===== config.mk =====
export PLATFORM = sky130hd
export DESIGN_NAME = mem_stream_loader
export DESIGN_NICKNAME = d
export VERILOG_FILES = /design/src/rtl/mem_stream_loader.sv
export SDC_FILE = /design/constraint.sdc
export NUM_CORES = 1
export LEC_CHECK = 0
export BUFFER_PORTS_ARGS = -buffer_cell sky130_fd_sc_hd__buf_2
export CAP_MARGIN = 40
export CORE_MARGIN = 3
export CORE_UTILIZATION = 55
export CTS_CLUSTER_DIAMETER = 120
export DETAILED_ROUTE_END_ITERATION = 8
export HOLD_SLACK_MARGIN = 0.03
export PLACE_DENSITY = 0.81
export SETUP_SLACK_MARGIN = 0.02
export SYNTH_ARGS = -nofsm -noshare
export SYNTH_HDL_FRONTEND = slang
export SYNTH_SLANG_ARGS = --single-unit

===== constraint.sdc =====
create_clock -name clk -period 3.47 [get_ports clk]
set_input_delay 0.694 -clock clk [delete_from_list [all_inputs] [get_ports clk]]
set_output_delay 0.694 -clock clk [all_outputs]
set_load 0.005 [all_outputs]

===== src/rtl/mem_stream_loader.sv =====
// mem_stream_loader: packs a byte stream little-endian into 32-bit words and writes them to
// consecutive on-chip RAM addresses. Define MEM_STREAM_LOADER_VERIFY_EN for readback verify.
module mem_stream_loader #(
    parameter int ADDR_W = 13,
    parameter int DEPTH  = 6049
) (
    input  logic              clk,
    input  logic              reset_n,
    input  logic              start,
    input  logic [ADDR_W-1:0] base_addr,
    input  logic [7:0]        in_data,
    input  logic              in_valid,
    input  logic              in_last,
    output logic              in_ready,
    output logic [ADDR_W-1:0] mem_address,
    output logic [3:0]        mem_byteenable,
    output logic              mem_chipselect,
    output logic              mem_write,
    output logic [31:0]       mem_writedata,
    output logic              mem_clken,
    input  logic [31:0]       mem_readdata,
`ifdef MEM_STREAM_LOADER_VERIFY_EN
    output logic              verify_err,
`endif
    output logic              busy,
    output logic              done,
    output logic              overflow,
    output logic [ADDR_W:0]   word_count,
    output logic [31:0]       checksum
);

    // One extra bit so a counter sitting at DEPTH never aliases a low address.
    localparam logic [ADDR_W:0] DEPTH_C = (ADDR_W+1)'(DEPTH);
    localparam logic [ADDR_W:0] ONE_C   = (ADDR_W+1)'(1);

    typedef enum logic [2:0] {
        S_IDLE   = 3'd0,
        S_FILL   = 3'd1,
        S_WRITE  = 3'd2,
        S_DRAIN  = 3'd3,
`ifdef MEM_STREAM_LOADER_VERIFY_EN
        S_VERIFY = 3'd5,
        S_CHECK  = 3'd6,
`endif
        S_DONE   = 3'd4
    } state_t;

    state_t            state_r, state_nx;
    logic [ADDR_W:0]   addr_r;
    logic [1:0]        lane_r;
    logic [3:0]        be_r, be_nx;
    logic [31:0]       pack_r, pack_nx;
    logic              last_r;
    logic [ADDR_W:0]   word_count_r;
    logic [31:0]       checksum_r;
    logic              done_r, overflow_r, busy_r, in_ready_r;
    logic              mem_cs_r, mem_wr_r, mem_clken_r;
    logic [ADDR_W-1:0] mem_addr_r;
    logic [3:0]        mem_be_r;
    logic [31:0]       mem_wd_r;
    logic              accept_s, wr_ok_s;

`ifdef MEM_STREAM_LOADER_VERIFY_EN
    logic [ADDR_W-1:0] base_r;
    logic [3:0]        last_be_r;
    logic [ADDR_W:0]   rd_idx_r;
    logic              iss_r, iss_last_r, cap_r, cap_last_r;
    logic [31:0]       rb_sum_r;
    logic              verify_err_r;
    logic              rd_issue_s;

    function automatic logic [31:0] lane_mask(input logic [3:0] be);
        lane_mask = {{8{be[3]}}, {8{be[2]}}, {8{be[1]}}, {8{be[0]}}};
    endfunction

    assign rd_issue_s = (state_r == S_VERIFY) && (rd_idx_r < word_count_r);
`else
    logic unused_s;
    assign unused_s = ^mem_readdata;
`endif

    // Next-state decode and packing-buffer update for the accepted byte
    always_comb begin
        state_nx = state_r;
        accept_s = in_valid && in_ready_r;
        wr_ok_s  = (addr_r < DEPTH_C);
        pack_nx  = pack_r;
        be_nx    = be_r;
        case (state_r)
            S_IDLE: begin
                if (start) begin
                    state_nx = S_FILL;
                end else begin
                    state_nx = S_IDLE;
                end
            end
            S_FILL: begin
                if (accept_s) begin
                    pack_nx[{lane_r, 3'b000} +: 8] = in_data;
                    be_nx[lane_r]                 = 1'b1;
                    if ((lane_r == 2'd3) || in_last) begin
                        state_nx = S_WRITE;
                    end else begin
                        state_nx = S_FILL;
                    end
                end else begin
                    state_nx = S_FILL;
                end
            end
            S_WRITE: begin
                if (!last_r) begin
                    state_nx = wr_ok_s ? S_FILL : S_DRAIN;
                end else begin
`ifdef MEM_STREAM_LOADER_VERIFY_EN
                    state_nx = wr_ok_s ? S_VERIFY : S_DONE;
`else
                    state_nx = S_DONE;
`endif
                end
            end
            S_DRAIN: begin
                if (accept_s && in_last) begin
                    state_nx = S_DONE;
                end else begin
                    state_nx = S_DRAIN;
                end
            end
            S_DONE: begin
                state_nx = S_IDLE;
            end
`ifdef MEM_STREAM_LOADER_VERIFY_EN
            S_VERIFY: begin
                if ((rd_idx_r == word_count_r) && !iss_r && !cap_r) begin
                    state_nx = S_CHECK;
                end else begin
                    state_nx = S_VERIFY;
                end
            end
            S_CHECK: begin
                state_nx = S_DONE;
            end
`endif
            default: begin
                state_nx = S_IDLE;
            end
        endcase
    end

    // State, packing buffer, address counter and load status
    always_ff @(posedge clk or negedge reset_n) begin
        if (!reset_n) begin
            state_r      <= S_IDLE;
            addr_r       <= '0;
            lane_r       <= 2'd0;
            be_r         <= 4'd0;
            pack_r       <= 32'd0;
            last_r       <= 1'b0;
            word_count_r <= '0;
            checksum_r   <= 32'd0;
            done_r       <= 1'b0;
            overflow_r   <= 1'b0;
            busy_r       <= 1'b0;
        end else begin
            state_r <= state_nx;
            pack_r  <= pack_nx;
            be_r    <= be_nx;
            busy_r  <= (state_nx != S_IDLE) && (state_nx != S_DONE);
            if (state_nx == S_DONE) begin
                done_r <= 1'b1;
            end
            case (state_r)
                S_IDLE: begin
                    if (start) begin
                        addr_r       <= {1'b0, base_addr};
                        lane_r       <= 2'd0;
                        pack_r       <= 32'd0;
                        be_r         <= 4'd0;
                        last_r       <= 1'b0;
                        word_count_r <= '0;
                        checksum_r   <= 32'd0;
                        done_r       <= 1'b0;
                        overflow_r   <= 1'b0;
                    end
                end
                S_FILL: begin
                    if (accept_s) begin
                        lane_r <= lane_r + 2'd1;
                        last_r <= in_last;
                    end
                end
                S_WRITE: begin
                    lane_r <= 2'd0;
                    pack_r <= 32'd0;
                    be_r   <= 4'd0;
                    if (wr_ok_s) begin
                        addr_r       <= addr_r + ONE_C;
                        word_count_r <= word_count_r + ONE_C;
                        checksum_r   <= checksum_r + pack_r;
                    end else begin
                        overflow_r <= 1'b1;
                    end
                end
                default: begin
                    last_r <= last_r;
                end
            endcase
        end
    end

`ifdef MEM_STREAM_LOADER_VERIFY_EN
    // Readback pipeline: one read per cycle, data one cycle after the address, then compare
    always_ff @(posedge clk or negedge reset_n) begin
        if (!reset_n) begin
            base_r       <= '0;
            last_be_r    <= 4'd0;
            rd_idx_r     <= '0;
            iss_r        <= 1'b0;
            iss_last_r   <= 1'b0;
            cap_r        <= 1'b0;
            cap_last_r   <= 1'b0;
            rb_sum_r     <= 32'd0;
            verify_err_r <= 1'b0;
        end else begin
            iss_r      <= rd_issue_s;
            iss_last_r <= rd_issue_s && (rd_idx_r == (word_count_r - ONE_C));
            cap_r      <= iss_r;
            cap_last_r <= iss_last_r;
            case (state_r)
                S_IDLE: begin
                    if (start) begin
                        base_r       <= base_addr;
                        verify_err_r <= 1'b0;
                    end
                end
                S_WRITE: begin
                    rd_idx_r <= '0;
                    rb_sum_r <= 32'd0;
                    if (wr_ok_s) begin
                        last_be_r <= be_r;
                    end
                end
                S_VERIFY: begin
                    if (rd_issue_s) begin
                        rd_idx_r <= rd_idx_r + ONE_C;
                    end
                    if (cap_r) begin
                        rb_sum_r <= rb_sum_r + (cap_last_r ? (mem_readdata & lane_mask(last_be_r))
                                                           : mem_readdata);
                    end
                end
                S_CHECK: begin
                    verify_err_r <= (rb_sum_r != checksum_r);
                end
                default: begin
                    rd_idx_r <= rd_idx_r;
                end
            endcase
        end
    end
`endif

    // Bus strobes and handshake, registered from the next-state decode
    always_ff @(posedge clk or negedge reset_n) begin
        if (!reset_n) begin
            in_ready_r  <= 1'b0;
            mem_cs_r    <= 1'b0;
            mem_wr_r    <= 1'b0;
            mem_addr_r  <= '0;
            mem_be_r    <= 4'd0;
            mem_wd_r    <= 32'd0;
            mem_clken_r <= 1'b1;
        end else begin
            in_ready_r  <= (state_nx == S_FILL) || (state_nx == S_DRAIN);
            mem_clken_r <= 1'b1;
            mem_cs_r    <= 1'b0;
            mem_wr_r    <= 1'b0;
            mem_addr_r  <= '0;
            mem_be_r    <= 4'd0;
            mem_wd_r    <= 32'd0;
            if ((state_nx == S_WRITE) && wr_ok_s) begin
                mem_cs_r   <= 1'b1;
                mem_wr_r   <= 1'b1;
                mem_addr_r <= addr_r[ADDR_W-1:0];
                mem_be_r   <= be_nx;
                mem_wd_r   <= pack_nx;
            end
`ifdef MEM_STREAM_LOADER_VERIFY_EN
            else if (rd_issue_s) begin
                mem_cs_r   <= 1'b1;
                mem_addr_r <= base_r + rd_idx_r[ADDR_W-1:0];
                mem_be_r   <= 4'hF;
            end
`endif
        end
    end

    assign in_ready       = in_ready_r;
    assign mem_address    = mem_addr_r;
    assign mem_byteenable = mem_be_r;
    assign mem_chipselect = mem_cs_r;
    assign mem_write      = mem_wr_r;
    assign mem_writedata  = mem_wd_r;
    assign mem_clken      = mem_clken_r;
    assign busy           = busy_r;
    assign done           = done_r;
    assign overflow       = overflow_r;
    assign word_count     = word_count_r;
    assign checksum       = checksum_r;
`ifdef MEM_STREAM_LOADER_VERIFY_EN
    assign verify_err     = verify_err_r;
`endif

endmodule


==> metrics <==
first-pass GRT wire length between 30000 and 40000 um; clk root buf clkbuf_16; Buf+Inv Stages, Crit Path 0; RSZ-0062 raised after global routing no; Hold WS 0.2853 ns; GRT met3 Usage 6.616%; Synth warnings 0; Final Power 5.714 mW; fin. max-slew vios 0; fraction of layout cells with a size suffix above 1 a little under a fifth; Vias 6727; TritonCTS Buffers 17; Post-Syn Nets 943; Layout Nets 1061; Post-CTS Hold Buffers 0; area grow syn2layout 17.74%; initial antenna violation count 0; Inst Count DP 1121; grt met2 use 38.72%; Slew HR 45.28%; Layout Skew 0.006665 ns; clock network latency to the later pin of the worst-skew pair 0.44 ns; core box area between 10000 and 15000 um2; GR Util met1 35.61%; final core utilization 66.67%; most common cell after layout, fill and taps aside dfrtp_1; Syn Inst Count 842; Req. time, crit path 3.83 ns; Worst Setup End Kind flop; setup tns final 0 ns; Post-Syn Area per Cell 9.408 um2; mux share of post-synthesis cell area 0.3949%; Final Non-Filler Cells 1153; commonest cells after routing, fill and taps aside 156 x dfrtp_1, 131 x nor2_1, 125 x buf_2, 90 x a21oi_1, 55 x o21ai_0; postcts setup bufs 0; cell row count 43; Congestion Overflow GR 0; Port Buffers around 130; Lkg Pwr between 4 and 5 nW; GPL Wtd Cong ~0.94; sequential area share after synthesis 49.28%; worst slack, placed ~0.46 ns; Initial Util 56.63%; simple-gate share of the synthesized area around a fifth; Crit Path Max Fanout 3; CTS tree yes; largest family of logic cells by synthesized area simple AND/OR/NAND/NOR gates; CP Cell Sequence ha_1 > fa_1 > a21o_1 > a221oi_2 > o221ai_1 > nand2_1 > a21oi_1 > a221oi_2 > o21ai_0 > xnor2_1 > o21ai_0; Peak VDD IR 0.0004260 V; total track usage 25.44%; status complete, no violations; Final min period 3.050 ns; EDFF count, synth 0; via density per instance 5.834; Arrival @ worst endpoint between 3 and 4 ns; Final Instance Area 9326 um2; total placed instance area 8726 um2; ys async rst share 100.0%; Distinct cells, synth 64; CP peak stage delay 0.41 ns; Startpoint Class flop; post-synthesis compound-gate area fraction 16.17%; CP max-delay cell dfrtp_1; gr busiest metal met2; final WL 20030 um; Final setup viols 0; Power Density a little over 600 nW/um2; First-pass DRT Iterations 5; Worst Hold Class primary input to asynchronous set/reset pin; maxcap violations 0; Clock Sinks 156; Mapped Area 7921 um2; die width 126.0 um; Die Footprint 15880 um2; PostCTS Resize Cnt 0; Crit path max-delay family compound AO/OA/AOI/OAI gates; I/O pins 160; Antenna Nets Post-Route 0; hpwl dp 14360 um; vias in the first global route 6247; FF+latch count, synth ~160; final hold vios 0; Die Ht roughly 130 um; post-synthesis adder-cell area fraction 6.887%; slack of the critical path 0.4198 ns; XOR/XNOR Fraction of Synth Area 3.649%; top_reg_cell synth dfrtp_1; Peak Freq 0.3279 GHz; drc violations 0; Least-Margin Pin Slew between 0.8 and 0.9 ns; antenna diode count 0; H-Tree Level Count 4; part of the cycle the worst path needs 87.90%; critical path class flop to flop; Initial DRC Count about 600; Clock Pin Slew Worst Setup and Hold Paths 0.06 ns; clock buffer depth 2; drt wl/cell 17.38 um; Filler Cell Count 1101; pin count of the biggest net entering global routing 86
final timing paths:
kind / start / endpoint / slack (ns) / depth (start not counted)
max: pack_r[0]$_DFF_PN0_ / checksum[24]$_DFFE_PN0P_ / 0.42 / 11
min: reset_n / word_count[7]$_DFFE_PN0P_ / 0.29 / 1
max reg2reg: pack_r[0]$_DFF_PN0_ / checksum[24]$_DFFE_PN0P_ / 0.42 / 11
min reg2reg: checksum[31]$_DFFE_PN0P_ / checksum[31]$_DFFE_PN0P_ / 0.48 / 1
max in group asynchronous: reset_n / checksum[1]$_DFFE_PN0P_ / 2.33 / 2
min in group clk: checksum[31]$_DFFE_PN0P_ / checksum[31]$_DFFE_PN0P_ / 0.48 / 1
cell usage after synthesis, types with 8 or more instances:
master      n  area, um2
nand2_1    49      183.9
nand4_1    10      62.56
ha_1       42      525.5
and3_1     46      287.8
nor2_1    132      495.5
xor2_1     18      157.7
xnor2_1    15      131.4
a21oi_1    90      450.4
dfrtp_1   156       3904
o21ai_0    55      275.3
a21o_1     20      150.1
nand3_1    45      225.2
inv_1      13      48.80
clkbuf_1   30      112.6
and2_1     12      75.07
nor3_1      8      40.04
logic make-up after synthesis:
family | count (synthesis)
fa+ha+maj | 43
other cells | 1
flops | 156
simple gates | 340
compound gates | 214
mux | 3
buf+inv | 52
xor+xnor | 33
layout make-up:
type / count / area (um2) / area share, %
inverters: 13 / 48.80 / 0.5232
clock buffers: 17 / 425.4 / 4.561
well taps: 180 / 225.2 / 2.415
flip-flops and latches: 156 / 3904 / 41.86
clock inverters: 15 / 175.2 / 1.878
multi-input cells: 634 / 3821 / 40.97
repair buffers: 138 / 726.9 / 7.794
worst register-to-register path, cell delays in order (launching register included):
cell	delay [ns]
dfrtp_1	0.41
ha_1	0.22
fa_1	0.41
a21o_1	0.20
a221oi_2	0.38
o221ai_1	0.24
nand2_1	0.14
a21oi_1	0.13
a221oi_2	0.39
o21ai_0	0.18
xnor2_1	0.14
o21ai_0	0.14
routing by layer:
metal | vias up | routed length (um)
met5 | - | 0
met4 | 0 | 561
met3 | 49 | 1316
met2 | 231 | 9177
met1 | 3229 | 8979
li1 | 3218 | -
power by group:
group	switching [mW]	leakage (nW)	total (mW)	internal [mW]
registers	0.291	2.12	2.37	2.07
logic	0.921	2.55	1.44	0.521
clock network	0.821	0.298	1.91	1.09
total	2.03	4.97	5.71	3.68
registers in the layout, indices dropped and copies added, names as in the netlist:
name	count
addr_r	14
be_r	4
busy	1
checksum	32
done	1
in_ready	1
lane_r	2
last_r	1
mem_address	13
mem_byteenable	4
mem_write	1
mem_writedata	32
overflow	1
pack_r	32
state_r	3
word_count	14
Power figures use the tool's default switching activity.
